<file path="src/rtl/sync_counter_pkg.sv">
// Shared BCD constants and helpers for the synchronized BCD counter.
package sync_counter_pkg;
    localparam int         BCD_W   = 4;
    localparam logic [3:0] BCD_MAX = 4'd9;
    localparam logic [3:0] BCD_MIN = 4'd0;

    // Non-decimal nibbles (A-F) are forced to zero on load.
    function automatic logic [BCD_W-1:0] bcd_sanitize(input logic [BCD_W-1:0] d);
        return (d > BCD_MAX) ? BCD_MIN : d;
    endfunction
endpackage

</file>
<file path="src/rtl/bcd_digit.sv">
// One BCD digit: up/down step with ripple carry/borrow and synchronous load.
module bcd_digit
    import sync_counter_pkg::*;
(
    input  logic             clk,
    input  logic             rst_n,
    input  logic             i_load,
    input  logic [BCD_W-1:0] i_load_val,
    input  logic             i_up,
    input  logic             i_cin,
    output logic [BCD_W-1:0] o_val,
    output logic             o_cout
);
    logic [BCD_W-1:0] r_val;
    logic             w_lim;

    // At the wrap point for the current direction, a step passes on to the next digit.
    assign w_lim  = i_up ? (r_val == BCD_MAX) : (r_val == BCD_MIN);
    assign o_cout = i_cin & w_lim;
    assign o_val  = r_val;

    always_ff @(posedge clk or negedge rst_n) begin
        if (!rst_n) begin
            r_val <= BCD_MIN;
        end else if (i_load) begin
            r_val <= bcd_sanitize(i_load_val);
        end else if (i_cin) begin
            if (w_lim)
                r_val <= i_up ? BCD_MIN : BCD_MAX;
            else
                r_val <= i_up ? (r_val + 4'd1) : (r_val - 4'd1);
        end
    end
endmodule

</file>
<file path="src/rtl/sync_bcd_counter.sv">
// Multi-digit BCD up/down counter stepped by rising edges of a slow clock
// that is synchronized and sampled as data in the clk domain.
module sync_bcd_counter
    import sync_counter_pkg::*;
#(
    parameter int DIGITS      = 4,
    parameter int SYNC_STAGES = 2
) (
    input  logic                    clk,
    input  logic                    rst_n,
    input  logic                    slow_clk,
    input  logic                    en,
    input  logic                    up,
    input  logic                    load,
    input  logic [BCD_W*DIGITS-1:0] load_val,
    output logic [BCD_W*DIGITS-1:0] count,
    output logic                    step,
    output logic                    tc
);
    logic [SYNC_STAGES-1:0]  r_sync;
    logic [SYNC_STAGES-1:0]  r_fill;
    logic                    r_prev;
    logic                    r_armed;
    logic                    r_step;
    logic                    r_tc;
    logic                    w_sync;
    logic                    w_valid;
    logic                    w_edge;
    logic                    w_step_en;
    logic [DIGITS:0]         w_carry;
    logic [BCD_W*DIGITS-1:0] w_count;

    assign w_sync  = r_sync[SYNC_STAGES-1];
    // r_fill marks when the chain holds real samples rather than reset zeros,
    // so the reset value cannot arm the detector on its own.
    assign w_valid = r_fill[SYNC_STAGES-1];

    always_ff @(posedge clk or negedge rst_n) begin
        if (!rst_n) begin
            r_sync  <= '0;
            r_fill  <= '0;
            r_prev  <= 1'b0;
            r_armed <= 1'b0;
            r_step  <= 1'b0;
            r_tc    <= 1'b0;
        end else begin
            r_sync <= {r_sync[SYNC_STAGES-2:0], slow_clk};
            r_fill <= {r_fill[SYNC_STAGES-2:0], 1'b1};
            r_prev <= w_sync;
            if (w_valid && !w_sync)
                r_armed <= 1'b1;
            r_step <= w_step_en;
            r_tc   <= w_carry[DIGITS];
        end
    end

    assign w_edge     = r_armed & w_sync & ~r_prev;
    assign w_step_en  = w_edge & en & ~load;
    assign w_carry[0] = w_step_en;

    // Carry out of the top digit is exactly the full-count wrap.
    for (genvar g = 0; g < DIGITS; g++) begin : g_digit
        bcd_digit u_digit (
            .clk       (clk),
            .rst_n     (rst_n),
            .i_load    (load),
            .i_load_val(load_val[g*BCD_W +: BCD_W]),
            .i_up      (up),
            .i_cin     (w_carry[g]),
            .o_val     (w_count[g*BCD_W +: BCD_W]),
            .o_cout    (w_carry[g+1])
        );
    end

    assign count = w_count;
    assign step  = r_step;
    assign tc    = r_tc;
endmodule

</file>
<file path="config.mk">
export PLATFORM = sky130hd
export DESIGN_NAME = sync_bcd_counter
export DESIGN_NICKNAME = d
export VERILOG_FILES = /design/src/rtl/sync_counter_pkg.sv /design/src/rtl/bcd_digit.sv /design/src/rtl/sync_bcd_counter.sv
export SDC_FILE = /design/constraint.sdc
export NUM_CORES = 1
export LEC_CHECK = 0
export CAP_MARGIN = 20
export CELL_PAD_IN_SITES_DETAIL_PLACEMENT = 1
export CELL_PAD_IN_SITES_GLOBAL_PLACEMENT = 1
export CORE_ASPECT_RATIO = 1.5
export CORE_MARGIN = 5
export CORE_UTILIZATION = 25
export DETAILED_ROUTE_END_ITERATION = 6
export PLACE_DENSITY = 0.59
export SYNTH_ARGS = -nofsm -noshare
export SYNTH_HDL_FRONTEND = slang
export SYNTH_SLANG_ARGS = --single-unit
</file>
<file path="constraint.sdc">
create_clock -name clk -period 2.9 [get_ports clk]
set_clock_uncertainty 0.15 [all_clocks]
set_input_delay 0.435 -clock clk [delete_from_list [all_inputs] [get_ports clk]]
set_output_delay 0.435 -clock clk [all_outputs]
set_load 0.1 [all_outputs]
</file>
==> metrics.txt <==
# TYPE chip_impl_metric gauge
chip_impl_metric{name="fin_ws",unit="ps"} 390
chip_impl_metric{name="max_slew_violations",unit=""} 0
chip_impl_metric{name="clock_latency",unit="ps"} 270
chip_impl_metric{name="area_inside_the_core_boundary",unit="sq um"} 6530
chip_impl_info{name="grt_setup_unrepaired",value="no"} 1
chip_impl_info{name="synth_top_flop_cell",value="sky130_fd_sc_hd__dfrtp_1"} 1
chip_impl_metric{name="power.ir.vdd_worst",unit="mV"} 0.153
chip_impl_metric{name="layout_filler_cell_count",unit=""} 781
chip_impl_info{name="critical_path.startpoint_type",value="input pin"} 1
chip_impl_info{name="worstReg2RegStart",value="g_digit[0].u_digit.o_val[0]"} 1
chip_impl_metric{name="cell_area_after_synthesis",unit="sq um"} 1690
chip_impl_metric{name="period_needed",unit="ps"} 2510
chip_impl_metric{name="ant_nets",unit=""} 0
chip_impl_metric{name="clock_sinks",unit=""} 24
chip_impl_metric{name="final_core_utilization",unit="%"} 34.3
chip_impl_info{name="critical_path_class",value="in -> reg"} 1
chip_impl_metric{name="stdcell_count",unit=""} 308
chip_impl_metric{name="synth_edf_count",unit=""} 0
chip_impl_metric{name="final_layout_size_suffix_gt1_share",unit="%"} 17.2
chip_impl_metric{name="layout.cell_area.non_filler",unit="sq um"} 2240
chip_impl_metric{name="antenna_cells",unit=""} 0
chip_impl_info{name="synth_area_leaders",value="sky130_fd_sc_hd__dfrtp_1 35%, sky130_fd_sc_hd__ha_1 5.9%, sky130_fd_sc_hd__fa_1 4.7%, sky130_fd_sc_hd__nand3_1 4.1%, sky130_fd_sc_hd__o21ai_0 3.8%"} 1
chip_impl_metric{name="gpl.final_weighted_congestion",unit=""} 0.780
chip_impl_metric{name="holdBufCountCts",unit=""} 0
chip_impl_metric{name="worst_setup_hold_path_clk_slew",unit="ps"} 90
chip_impl_metric{name="ys_async_sr_fraction",unit="%"} 100
chip_impl_metric{name="remaining_drc_errors",unit=""} 0
chip_impl_info{name="synth_area_leader_cell",value="sky130_fd_sc_hd__dfrtp_1"} 1
chip_impl_metric{name="synth.net_count",unit=""} 222
chip_impl_metric{name="worst_reg_to_reg_setup_slack",unit="ps"} 610
chip_impl_metric{name="number_of_synthesized_register_bits",unit=""} 24
chip_impl_metric{name="slowest_delay",unit="ps"} 510
chip_impl_info{name="timing.hold.worst.class",value="reg -> reg"} 1
chip_impl_metric{name="port_buffer_count",unit=""} 39
chip_impl_metric{name="routed_wire_length_per_instance",unit="um"} 16.3
chip_impl_metric{name="clock_tree.htree_level_count",unit=""} 1
chip_impl_metric{name="resized_gates_after_cts",unit=""} 0
chip_impl_metric{name="firstDrtPassIters",unit=""} 4
chip_impl_metric{name="net-switching-power",unit="W"} 0.000419
chip_impl_info{name="worst_hold_path.endpoint",value="r_fill[1]"} 1
chip_impl_metric{name="std_cell_rows",unit=""} 36
chip_impl_metric{name="p_comb_share",unit="%"} 38.8
chip_impl_metric{name="place_worst_setup_slack",unit="ps"} 102
chip_impl_metric{name="route.vias.total",unit=""} 1583
chip_impl_metric{name="top_level_ports",unit=""} 40
chip_impl_metric{name="place.detailed.instances",unit=""} 304
chip_impl_metric{name="number_of_cts_inserted_buffers",unit=""} 3
chip_impl_metric{name="global_route.overflow_total",unit=""} 0
chip_impl_metric{name="vias_per_cell",unit=""} 5.14
chip_impl_metric{name="crit_arrival",unit="ps"} 2580
chip_impl_metric{name="hold_viol_final",unit=""} 0
chip_impl_info{name="end_kind",value="flop"} 1
chip_impl_metric{name="synth_cells",unit=""} 188
chip_impl_info{name="yosys.cell_count.top_type",value="sky130_fd_sc_hd__dfrtp_1"} 1
chip_impl_metric{name="achievable-frequency",unit="MHz"} 398
chip_impl_metric{name="setup_total_negative_slack",unit="ps"} 0
chip_impl_metric{name="synth.avg_cell_area",unit="sq um"} 9.01
chip_impl_metric{name="yosys.area.top_type_share",unit="%"} 35.5
chip_impl_metric{name="die_y",unit="um"} 111
chip_impl_metric{name="dieArea",unit="sq um"} 8560
chip_impl_metric{name="floorplan.die.width",unit="um"} 77.2
chip_impl_metric{name="yosysUniqueCellTypes",unit=""} 47
chip_impl_metric{name="timing.final.setup_violations",unit=""} 0
chip_impl_metric{name="ys_seq_area_share",unit="%"} 35.5
chip_impl_metric{name="power.share.clock",unit="%"} 22.8
chip_impl_metric{name="routed_wirelength",unit="um"} 5010
chip_impl_metric{name="grt_pass1_wl",unit="um"} 8630
chip_impl_metric{name="place_area",unit="sq um"} 2190
chip_impl_metric{name="timing.critical_path.fanout_max",unit=""} 9
chip_impl_info{name="status",value="completed"} 1
chip_impl_info{name="critical_path.cell_chain",value="clkdlybuf4s50_1 -> inv_1 -> buf_12 -> ha_1 -> a21o_1 -> a21oi_1 -> o41ai_1 -> or4b_1 -> nand2_1"} 1
chip_impl_info{name="netlist_top_cells_count",value="24 x sky130_fd_sc_hd__dfrtp_1, 16 x sky130_fd_sc_hd__nor2_1, 14 x sky130_fd_sc_hd__nand3_1"} 1
chip_impl_metric{name="power_leakage",unit="nW"} 0.969
chip_impl_info{name="r2r_end",value="g_digit[2].u_digit.o_val[3]"} 1
chip_impl_info{name="clk_root_buffer_cell",value="sky130_fd_sc_hd__clkbuf_8"} 1
chip_impl_metric{name="cts_post_setup_buffers_inserted",unit=""} 0
chip_impl_metric{name="max-cap-violations",unit=""} 0
chip_impl_info{name="tritoncts_clock_tree",value="yes"} 1
chip_impl_metric{name="floorplan.initialDensity",unit="%"} 25.9
chip_impl_metric{name="maximum_number_of_pins_on_one_net_before_global_route_repair",unit=""} 26
chip_impl_metric{name="power_per_cell_area",unit="nW/um^2"} 460
chip_impl_metric{name="critical_path_required",unit="ps"} 2970
chip_impl_metric{name="number_of_global_route_vias_before_repair",unit=""} 1730
chip_impl_metric{name="flow.area_growth_from_synthesis",unit="%"} 32.3
chip_impl_metric{name="pwr-share-seq",unit="%"} 38.5
chip_impl_metric{name="dr.first_iter.drc_count",unit=""} 58
chip_impl_metric{name="number_of_antenna_violations_at_the_first_check_in_global_routing",unit=""} 0
chip_impl_metric{name="grt_resource_usage_total",unit="%"} 12.2
chip_impl_metric{name="yosysWarnings",unit=""} 0
chip_impl_metric{name="intPower",unit="W"} 0.000613
chip_impl_info{name="startpoint_of_the_worst_hold_path",value="r_fill[0]"} 1
chip_impl_metric{name="cells_on_worst_reg2reg_path",unit=""} 5
chip_impl_metric{name="period_share",unit="%"} 86.6
chip_impl_metric{name="p_sw_share",unit="%"} 40.6
chip_impl_metric{name="clk_path_buf_depth",unit=""} 2
chip_impl_metric{name="hold_depth",unit=""} 0
chip_impl_info{name="crit_slowest_cell",value="sky130_fd_sc_hd__clkdlybuf4s50_1"} 1
chip_impl_metric{name="dp_hpwl",unit="um"} 4010
chip_impl_metric{name="final_net_count",unit=""} 267
-- state kept, by name (all words and copies together) (netlist names) --
register and flops:
tc 1, r_fill 2, step 1, r_prev 1
g_digit.u_digit.o_val 16, r_sync 2, r_armed 1
-- power groups by stage --
stage	Clock (W)	Combinational [W]	Sequential, W
floorplan	0	0.000146	0.000531
global placement	0	0.000401	0.000406
detailed placement	0	0.000405	0.000406
CTS	0.000244	0.000406	0.000400
global route	0.000259	0.000433	0.000405
finish	0.000235	0.000400	0.000397
-- layout by cell type (no fill, tap or decap), types with 3 or more instances in the layout --
cell type	netlist	routed
sky130_fd_sc_hd__a21o_1	4	4
sky130_fd_sc_hd__a21oi_1	10	10
sky130_fd_sc_hd__fa_1	4	4
sky130_fd_sc_hd__xor2_1	3	3
sky130_fd_sc_hd__nor3_1	3	3
sky130_fd_sc_hd__clkbuf_8	0	4
sky130_fd_sc_hd__nand4_1	4	4
sky130_fd_sc_hd__or3_1	4	4
sky130_fd_sc_hd__nor2b_1	3	3
sky130_fd_sc_hd__nor2_1	16	16
sky130_fd_sc_hd__buf_4	0	27
sky130_fd_sc_hd__xnor2_1	5	5
sky130_fd_sc_hd__a211oi_1	3	3
sky130_fd_sc_hd__o21ai_1	4	4
sky130_fd_sc_hd__o21ai_0	13	13
sky130_fd_sc_hd__clkdlybuf4s50_1	0	21
sky130_fd_sc_hd__nand2_1	13	13
sky130_fd_sc_hd__ha_1	8	8
sky130_fd_sc_hd__nand3_1	14	14
sky130_fd_sc_hd__a22oi_1	3	3
sky130_fd_sc_hd__inv_1	7	7
sky130_fd_sc_hd__dfrtp_1	24	24
-- through the flow --
step | hold slack (ps) | power (W)
3_5_place_dp | 187 | 0.000811
2_1_floorplan | -10.6 | 0.000677
6_report | 205 | 0.00103
4_1_cts | 209 | 0.00105
3_3_place_gp | 189 | 0.000807
5_1_grt | 215 | 0.00110
-- critical path, delay by kind of cell --
family                     cells  cell delay, ps
AOI/OAI and AO/OA              3             500
buffers and inverters          3             790
adders and majority gates      1             280
and+or+nand+nor                2             560
-- cell type report --
class,count,area (sq um),area share (%)
clock buffer,4,55.1,2.46
inverter,7,26.3,1.17
multi-input combinational,148,1030,46.0
sequential,24,601,26.8
tap,76,95.1,4.24
timing repair buffer,49,433,19.3
-- worst max-delay path by stage --
stage | to | slack, ps | cells past startpoint | from
global placement | g_digit[2].u_digit.o_val[3] | 130 | 7 | up
floorplan | g_digit[3].u_digit.o_val[3] | 240 | 5 | g_digit[0].u_digit.o_val[0]
detailed placement | g_digit[3].u_digit.o_val[3] | 100 | 9 | up
CTS | g_digit[2].u_digit.o_val[3] | 390 | 7 | up
global route | g_digit[0].u_digit.o_val[3] | 250 | 8 | up
finish | g_digit[3].u_digit.o_val[3] | 390 | 9 | up
-- routing by layer --
layer,routed length (um),up-vias,global-route usage (%)
met1,2050,782,14.4
met3,106,8,1.22
met2,2710,22,21.8
li1,-,771,-
met5,0,-,0
met4,142,0,5.28
-- logic make-up (layout without fill, tap and decap cells) --
family | count (synthesis) | after routing | synth area share, %
other cells | 1 | 1 | 0.221
buf+inv | 16 | 60 | 3.62
flops | 24 | 24 | 35.5
xor+xnor | 8 | 8 | 4.14
simple gates | 73 | 73 | 23.2
compound gates | 51 | 51 | 20.2
mux | 3 | 3 | 2.51
fa+ha+maj | 12 | 12 | 10.6
No activity file was read; power rests on OpenSTA's default activity.
